===== config.mk =====
export PLATFORM = sky130hd
export DESIGN_NAME = fu_div_iter_flat
export DESIGN_NICKNAME = d
export VERILOG_FILES = /design/src/rtl/fu_div_if.sv /design/src/rtl/fu_div_iter.sv /design/src/flat_wrapper.sv
export SDC_FILE = /design/constraint.sdc
export NUM_CORES = 1
export LEC_CHECK = 0
export CORE_MARGIN = 8
export CORE_UTILIZATION = 59
export CTS_CLUSTER_DIAMETER = 40
export DETAILED_ROUTE_END_ITERATION = 12
export PLACE_DENSITY = 0.9
export SLEW_MARGIN = 20
export SYNTH_ARGS = -nofsm -noshare
export SYNTH_HDL_FRONTEND = slang
export SYNTH_SLANG_ARGS = --single-unit

===== constraint.sdc =====
create_clock -name clk -period 4.7 [get_ports clk]
set_input_delay 0.47 -clock clk [delete_from_list [all_inputs] [get_ports clk]]
set_output_delay 0.47 -clock clk [all_outputs]
set_load 0.005 [all_outputs]

===== src/rtl/fu_div_if.sv =====
// Issue-side handshake bundle for the iterative divider: start request,
// operation/operands in, result/finish/busy out.
interface fu_div_if #(
    parameter int WIDTH = 32
);
    logic             EN;
    logic [1:0]       op;
    logic [WIDTH-1:0] A;
    logic [WIDTH-1:0] B;
    logic [WIDTH-1:0] res;
    logic             finish;
    logic             busy;

    modport master (
        output EN, op, A, B,
        input  res, finish, busy
    );

    modport slave (
        input  EN, op, A, B,
        output res, finish, busy
    );
endinterface


===== src/rtl/fu_div_iter.sv =====
// Restoring radix-2 iterative divider (DIV/DIVU/REM/REMU, RISC-V results).
// Optional FU_DIV_EARLY_OUT_EN: divide-by-zero and signed overflow bypass CALC.
module fu_div_iter #(
    parameter int WIDTH = 32,
    parameter int CNT_W = $clog2(WIDTH + 1)
) (
    input  logic     clk,
    input  logic     rst,
    fu_div_if.slave  bus
);

    typedef enum logic [1:0] {
        ST_IDLE = 2'd0,
        ST_CALC = 2'd1,
        ST_FIX  = 2'd2,
        ST_DONE = 2'd3
    } state_t;

    state_t           state_r;
    logic [CNT_W-1:0] cnt_r;
    logic [1:0]       op_r;
    logic [WIDTH-1:0] quo_r;
    logic [WIDTH-1:0] rem_r;
    logic [WIDTH-1:0] div_r;
    logic             neg_q_r;
    logic             neg_r_r;
    logic [WIDTH-1:0] res_r;
    logic             finish_r;
    logic             busy_r;

    logic             signed_op_s;
    logic             accept_s;
    logic [WIDTH-1:0] a_mag_s;
    logic [WIDTH-1:0] b_mag_s;
    logic [WIDTH-1:0] quo_load_s;
    logic [WIDTH-1:0] rem_load_s;
    state_t           load_state_s;
    logic [WIDTH:0]   shift_s;
    logic [WIDTH:0]   diff_s;
    logic             step_ok_s;
    logic [WIDTH-1:0] quo_fix_s;
    logic [WIDTH-1:0] rem_fix_s;
    logic [WIDTH-1:0] fix_val_s;

    function automatic logic [WIDTH-1:0] neg_f(input logic [WIDTH-1:0] v);
        return ~v + {{(WIDTH-1){1'b0}}, 1'b1};
    endfunction

    // Operand conditioning at accept time; DONE accepts too so EN held high
    // restarts on the very edge IDLE would have been re-entered.
    always_comb begin
        signed_op_s = ~bus.op[0];
        accept_s    = bus.EN && ((state_r == ST_IDLE) || (state_r == ST_DONE));
        a_mag_s     = (signed_op_s && bus.A[WIDTH-1]) ? neg_f(bus.A) : bus.A;
        b_mag_s     = (signed_op_s && bus.B[WIDTH-1]) ? neg_f(bus.B) : bus.B;
`ifdef FU_DIV_EARLY_OUT_EN
        // Preload the magnitudes the full iteration would have produced; FIX
        // then applies its usual sign rules and yields the architectural value.
        if (bus.B == {WIDTH{1'b0}}) begin
            quo_load_s   = {WIDTH{1'b1}};
            rem_load_s   = a_mag_s;
            load_state_s = ST_FIX;
        end else if (signed_op_s && (bus.A == {1'b1, {(WIDTH-1){1'b0}}})
                     && (bus.B == {WIDTH{1'b1}})) begin
            quo_load_s   = a_mag_s;
            rem_load_s   = {WIDTH{1'b0}};
            load_state_s = ST_FIX;
        end else begin
            quo_load_s   = a_mag_s;
            rem_load_s   = {WIDTH{1'b0}};
            load_state_s = ST_CALC;
        end
`else
        quo_load_s   = a_mag_s;
        rem_load_s   = {WIDTH{1'b0}};
        load_state_s = ST_CALC;
`endif
    end

    // One restoring step plus the sign-corrected result selection.
    always_comb begin
        shift_s   = {rem_r, quo_r[WIDTH-1]};
        diff_s    = shift_s - {1'b0, div_r};
        step_ok_s = ~diff_s[WIDTH];
        // A zero divisor must leave the all-ones quotient un-negated.
        quo_fix_s = (neg_q_r && (div_r != {WIDTH{1'b0}})) ? neg_f(quo_r) : quo_r;
        rem_fix_s = neg_r_r ? neg_f(rem_r) : rem_r;
        fix_val_s = op_r[1] ? rem_fix_s : quo_fix_s;
    end

    // Control FSM with the iteration datapath and registered outputs.
    always_ff @(posedge clk or posedge rst) begin
        if (rst) begin
            state_r  <= ST_IDLE;
            cnt_r    <= {CNT_W{1'b0}};
            op_r     <= 2'b00;
            quo_r    <= {WIDTH{1'b0}};
            rem_r    <= {WIDTH{1'b0}};
            div_r    <= {WIDTH{1'b0}};
            neg_q_r  <= 1'b0;
            neg_r_r  <= 1'b0;
            res_r    <= {WIDTH{1'b0}};
            finish_r <= 1'b0;
            busy_r   <= 1'b0;
        end else begin
            if (accept_s) begin
                op_r    <= bus.op;
                quo_r   <= quo_load_s;
                rem_r   <= rem_load_s;
                div_r   <= b_mag_s;
                neg_q_r <= signed_op_s & (bus.A[WIDTH-1] ^ bus.B[WIDTH-1]);
                neg_r_r <= signed_op_s & bus.A[WIDTH-1];
                cnt_r   <= {CNT_W{1'b0}};
            end
            case (state_r)
                ST_IDLE: begin
                    finish_r <= 1'b0;
                    if (accept_s) begin
                        state_r <= load_state_s;
                        busy_r  <= 1'b1;
                    end else begin
                        state_r <= ST_IDLE;
                        busy_r  <= 1'b0;
                    end
                end
                ST_CALC: begin
                    rem_r <= step_ok_s ? diff_s[WIDTH-1:0] : shift_s[WIDTH-1:0];
                    quo_r <= {quo_r[WIDTH-2:0], step_ok_s};
                    cnt_r <= cnt_r + {{(CNT_W-1){1'b0}}, 1'b1};
                    if (cnt_r == CNT_W'(WIDTH - 1)) begin
                        state_r <= ST_FIX;
                    end else begin
                        state_r <= ST_CALC;
                    end
                end
                ST_FIX: begin
                    res_r    <= fix_val_s;
                    finish_r <= 1'b1;
                    state_r  <= ST_DONE;
                end
                ST_DONE: begin
                    finish_r <= 1'b0;
                    if (accept_s) begin
                        state_r <= load_state_s;
                        busy_r  <= 1'b1;
                    end else begin
                        state_r <= ST_IDLE;
                        busy_r  <= 1'b0;
                    end
                end
                default: begin
                    state_r  <= ST_IDLE;
                    finish_r <= 1'b0;
                    busy_r   <= 1'b0;
                end
            endcase
        end
    end

    assign bus.res    = res_r;
    assign bus.finish = finish_r;
    assign bus.busy   = busy_r;

endmodule

===== src/flat_wrapper.sv =====
// flat-port wrapper written by rule: the top's interface ports become plain ports
module fu_div_iter_flat 
#(
    parameter int WIDTH = 32,
    parameter int CNT_W = $clog2(WIDTH + 1)
)
  (clk, rst, bus_EN, bus_op, bus_A, bus_B, bus_res, bus_finish, bus_busy);
  fu_div_if #(.WIDTH(WIDTH)) bus_i ();
  input  logic clk;
  input  logic rst;
  input wire logic [$bits(bus_i.EN)-1:0] bus_EN;
  input wire logic [$bits(bus_i.op)-1:0] bus_op;
  input wire logic [$bits(bus_i.A)-1:0] bus_A;
  input wire logic [$bits(bus_i.B)-1:0] bus_B;
  output wire logic [$bits(bus_i.res)-1:0] bus_res;
  output wire logic [$bits(bus_i.finish)-1:0] bus_finish;
  output wire logic [$bits(bus_i.busy)-1:0] bus_busy;
  assign bus_i.EN = bus_EN;
  assign bus_i.op = bus_op;
  assign bus_i.A = bus_A;
  assign bus_i.B = bus_B;
  assign bus_res = bus_i.res;
  assign bus_finish = bus_i.finish;
  assign bus_busy = bus_i.busy;
  fu_div_iter #(.WIDTH(WIDTH), .CNT_W(CNT_W)) u_core (.clk(clk), .rst(rst), .bus(bus_i));
endmodule

* Word-level counts from Yosys, hierarchy flattened
Index checks and enable logic that the tools add are counted.
Storage, ports and cells: bits in writable memories 0, register bits after elaboration 142, logic and storage cells 57, memories kept 0, latch bits 0, ROM bits 0
Operators by class: magnitude comparators 0, $mul 0, $add $sub $neg 6, shifts and indexed selects 0, bitwise logic cells 9, reduce and logical (&&, ||, !) cells 10, divide/modulo/power cells 0, muxes and demuxes 17, equality and inequality tests 4
Operators by type and width (count):
- $mux 32 | 10
- $add 32x1->32 const B | 4
- $not 32->32 | 4
- $sub 33x32->33 | 1
- $reduce_bool 32->1 | 1
- $mux 6 | 2
- $add 6x1->6 const B | 1
- $eq 6x5->1 const B | 1
- $pmux 2 s3 | 1
- $eq 2x2->1 const B | 2
- $logic_and 1x1->1 | 4
- $reduce_bool 2->1 | 2
- $and 1x1->1 | 2
- $eq 2x1->1 const B | 1
- $logic_not 2->1 | 1
- $mux 1 | 2
- $mux 2 | 1
- $not 1->1 | 2
- $pmux 1 s2 | 1
- $reduce_or 2->1 | 1
- $logic_or 1x1->1 | 1
- $xor 1x1->1 | 1

* Depth between registers and ports, before layout
word-level depth 5, depth in mapped cells 12, gate-level depth less buffers 11

* Worst setup path after synthesis
OpenSTA, ideal clock, no wires.
kind flip-flop to flip-flop, start reg u_core.div_r[0], end reg u_core.rem_r[12], setup slack 1.809 ns, path buffers 1, stages on the path, launching flop included 12, arrival time 2.754 ns, required time 4.563 ns, path through dfrtp_1 -> ha_1 -> fa_1 -> nand2b_1 -> a21oi_1 -> o21ai_0 -> nand3b_1 -> o2111ai_1 -> a211oi_1 -> buf_2 -> mux2i_1 -> o22ai_1
On the way: cells in the longest elaborated chain, start to end 3
Ends and longest elaborated chain:
- start: declaration | RTL line fu_div_iter.sv:24 | logic [WIDTH-1:0] div_r;
- start signal: assignment | RTL line fu_div_iter.sv:99 | div_r <= {WIDTH{1'b0}};
- start signal: assignment | RTL line fu_div_iter.sv:110 | div_r <= b_mag_s;
- $sub 33x32->33 | RTL line fu_div_iter.sv:83 | diff_s = shift_s - {1'b0, div_r};
- $mux 32 | RTL line fu_div_iter.sv:127 | rem_r <= step_ok_s ? diff_s[WIDTH-1:0] : shift_s[WIDTH-1:0];
- $mux 32 | RTL line fu_div_iter.sv:115 | case (state_r)
- end signal: assignment | RTL line fu_div_iter.sv:98 | rem_r <= {WIDTH{1'b0}};
- end signal: assignment | RTL line fu_div_iter.sv:109 | rem_r <= rem_load_s;
- end signal: assignment | RTL line fu_div_iter.sv:127
- end: declaration | RTL line fu_div_iter.sv:23 | logic [WIDTH-1:0] rem_r;
No other way between the ends. A chain may end at the register's enable or synchronous reset.

* Worst setup path in the final report
start reg u_core.quo_r[31], end reg u_core.rem_r[14]
On the way: cells in the longest elaborated chain, start to end 3
Ends and longest elaborated chain:
- start: declaration | RTL line fu_div_iter.sv:22 | logic [WIDTH-1:0] quo_r;
- start signal: assignment | RTL line fu_div_iter.sv:97 | quo_r <= {WIDTH{1'b0}};
- start signal: assignment | RTL line fu_div_iter.sv:108 | quo_r <= quo_load_s;
- start signal: assignment | RTL line fu_div_iter.sv:128 | quo_r <= {quo_r[WIDTH-2:0], step_ok_s};
- $sub 33x32->33 | RTL line fu_div_iter.sv:83
- $mux 32 | RTL line fu_div_iter.sv:127
- $mux 32 | RTL line fu_div_iter.sv:115
No other way between the ends.

==> flow_summary_export.csv <==
group,metric,value,unit
yosys,synth.distinct_cells,67,
worst_setup_path,path_class,"flip-flop to flip-flop",
floorplanning,die_w,150,microns
clocking,cts_setup_buffers,0,
floorplanning,start_util,0.595,
yosys,synth_edf_count,0,
job,maxCapViolCount,0,
yosys,ys_ff_latch,141,
route,postRouteAntennaNets,0,
sta,relSlewSlack,0.257,
route,wirelength,31000,microns
clocking,insertion_delay,440,ps
grt,overflow,0,
sta,timing.final.crit_share,0.785,
route,num_vias,10306,
worst_setup_path,critPathMaxFanout,22,
worst_setup_path,worst-r2r-setup-slack,1010,ps
clocking,cts_buffers,17,
placed_design,place_congestion,0.983,
clocking,cts_max_level,4,
placed_design,dpl.hpwl,22400,microns
sta,hold_viol_final,0,
power,leakagePower,5.07,nW
grt,grt_pass1_wl,49800,microns
route,drc,0,
power,powerDensity,782,nW/um^2
yosys,avgSynthCellArea,7.95,sq um
clocking,cts_buffer_depth,2,
sta,finalSetupTns,0,ps
clocking,cts_tree,"done",
grt,grt_max_degree,116,
yosys,syn_nets,1439,
yosys,synth_async_sr_flop_share,1.00,
floorplanning,fp.dieH,150,microns
sta,setup_violations,0,
worst_setup_path,cp-start-kind,"flip-flop",
route,vias_per_cell,6.32,
finish,antenna_cells,0,
worst_setup_path,arrival,3960,ps
finish,nets,1497,
worst_setup_path,required,4970,ps
yosys,syn_area,10600,sq um
power,vdd_ir_drop_max,0.781,mV
sta,fin_skew,10.5,ps
floorplanning,ios,103,
grt,antenna_found_initial,0,
route,drtPass1Iterations,6,
sta,slew_violations,0,
clocking,clkTransAtPathRegs,70,ps
route,first_iter_violations,1084,
grt,grt_use_total,0.277,
yosys,synthFlopType,"dfrtp_1",
outcome,status,"completed",
sta,fin_crit,3690,ps
finish,syn_to_final_growth,15.9,%
clocking,cts_hold_buf,0,
route,wl_per_cell,19.0,microns
finish,drive_gt1_frac,0.0493,
placed_design,place.port_buffers,102,
min_path,hp-class,"flip-flop to flip-flop",
clocking,cts_resized,0,
sta,worst_pin_slew,1110,ps
clocking,root_buffer,"clkbuf_16",
sta,fmax,271,MHz
floorplanning,core,17800,sq um
sta,holdWs,488,ps
floorplanning,rows,49,
floorplanning,dieArea,22500,sq um
yosys,ys_seq_area_frac,0.334,
yosys,syn_inst,1330,
clocking,cts_num_sinks,141,
yosys,ys_warn_count,0,
worst_setup_path,critPathCaptureType,"flip-flop",
grt,grt_pass1_vias,9685,
sta,rsz0062_at_grt,"false",
[logic make-up (layout without fill, tap and decap cells)]
group / Yosys count / in the layout / share of synthesized area
DFF: 141 / 141 / 0.334
adders and majority gates: 40 / 40 / 0.0480
muxes: 33 / 33 / 0.0328
buffers and inverters: 143 / 214 / 0.0531
AOI/OAI and AO/OA: 422 / 422 / 0.238
and+or+nand+nor: 416 / 416 / 0.183
xor gates and xnor gates: 135 / 135 / 0.112
[synth_stat cells, types with 9 or more instances]
cell type / number / area [sq um]
nand2_1: 187 / 702
o21ai_0: 168 / 841
dfrtp_1: 141 / 3530
a21oi_1: 105 / 526
nor2_1: 90 / 338
inv_1: 74 / 278
xnor2_1: 73 / 639
xor2_1: 62 / 543
clkbuf_1: 57 / 214
ha_1: 39 / 488
o211ai_1: 26 / 195
mux2i_1: 23 / 230
nor3_1: 22 / 110
o31ai_1: 21 / 158
nor4_1: 20 / 125
a31oi_1: 19 / 119
nand3_1: 16 / 80.1
or4_1: 16 / 120
a21o_1: 15 / 113
nand2b_1: 12 / 75.1
o41ai_1: 12 / 105
nand4_1: 11 / 68.8
nor2b_1: 11 / 68.8
mux2_2: 9 / 101
[where the power goes]
part / switching, mW / internal, mW / leakage [nW]
combinational: 3.31 / 2.36 / 3.01
sequential: 0.836 / 1.72 / 1.79
clock: 0.600 / 0.746 / 0.273
total: 4.75 / 4.83 / 5.07
[final timing paths]
kind	start	cells past startpoint	endpoint
max	u_core.quo_r[31]	12	u_core.rem_r[14]
max reg2reg	u_core.quo_r[31]	12	u_core.rem_r[14]
min in group asynchronous	rst	2	u_core.rem_r[11]
min	u_core.cnt_r[5]	1	u_core.cnt_r[5]
max in group asynchronous	rst	3	u_core.div_r[20]
min reg2reg	u_core.cnt_r[5]	1	u_core.cnt_r[5]
[state kept, by name (all words and copies together), names as in the netlist]
| signal | flops |
|---|---|
| u_core.bus.res | 32 |
| u_core.div_r | 32 |
| u_core.quo_r | 32 |
| u_core.rem_r | 32 |
| u_core.cnt_r | 6 |
| u_core.state_r | 2 |
| u_core.bus.busy | 1 |
| u_core.bus.finish | 1 |
| u_core.neg_q_r | 1 |
| u_core.neg_r_r | 1 |
| u_core.op_r | 1 |
[per-stage QoR]
step / total power, mW / instances / util / worst slack [ps] / cell area, sq um
floorplan: 6.60 / 1330 / - / 449 / 10600
global placement: 7.88 / 1598 / 0.657 / 1200 / 11700
detailed placement: 8.05 / 1598 / 0.657 / 1070 / 11700
CTS: 9.46 / 1630 / 0.689 / 1060 / 12300
global route: 10.3 / 1630 / 0.690 / 776 / 12300
finish: 9.58 / 1630 / 0.690 / 1010 / 12300
[layer usage]
metal | global-route usage | share of wire | vias up
met5 | 0 | 0 | -
met4 | 0.112 | 0.029 | 0
met3 | 0.0596 | 0.085 | 76
met2 | 0.434 | 0.46 | 515
met1 | 0.367 | 0.43 | 4860
li1 | - | - | 4855
[area by class of cell]
| cell class | instances | area [sq um] |
|---|---|---|
| clock buffer | 17 | 425 |
| clock inverter | 15 | 151 |
| fill | 1422 | 5520 |
| inverter | 74 | 285 |
| multi-input combinational | 1046 | 6520 |
| sequential | 141 | 3530 |
| tap | 229 | 287 |
| timing repair buffer | 108 | 1070 |
[layout by cell type, fill, tap and decap left out, drive strengths merged, types with 13 or more instances in the layout]
master and n:
o21ai 170, ha 39, nand3 16, nand2b 13
dfrtp 141, a31oi 19, a21o 15, inv 82
o211ai 26, clkdlybuf4s50 102, clkbuf 17, mux2i 23
nor3 22, o31ai 21, nor2 90, xnor2 73
xor2 62, a21oi 105, nor4 21, nand2 187
or4 17, o41ai 13
[critical path: stages, from the launching register on]
cell and delay, ps:
dfrtp_1 340, inv_1 110, ha_1 230, fa_1 410, nand2b_1 180, a21oi_1 260
o21ai_0 200, nand3b_1 240, o2111ai_1 280, a211oi_4 480, buf_4 440, mux2i_1 250
o22ai_1 100
Power figures use the tool's default switching activity.
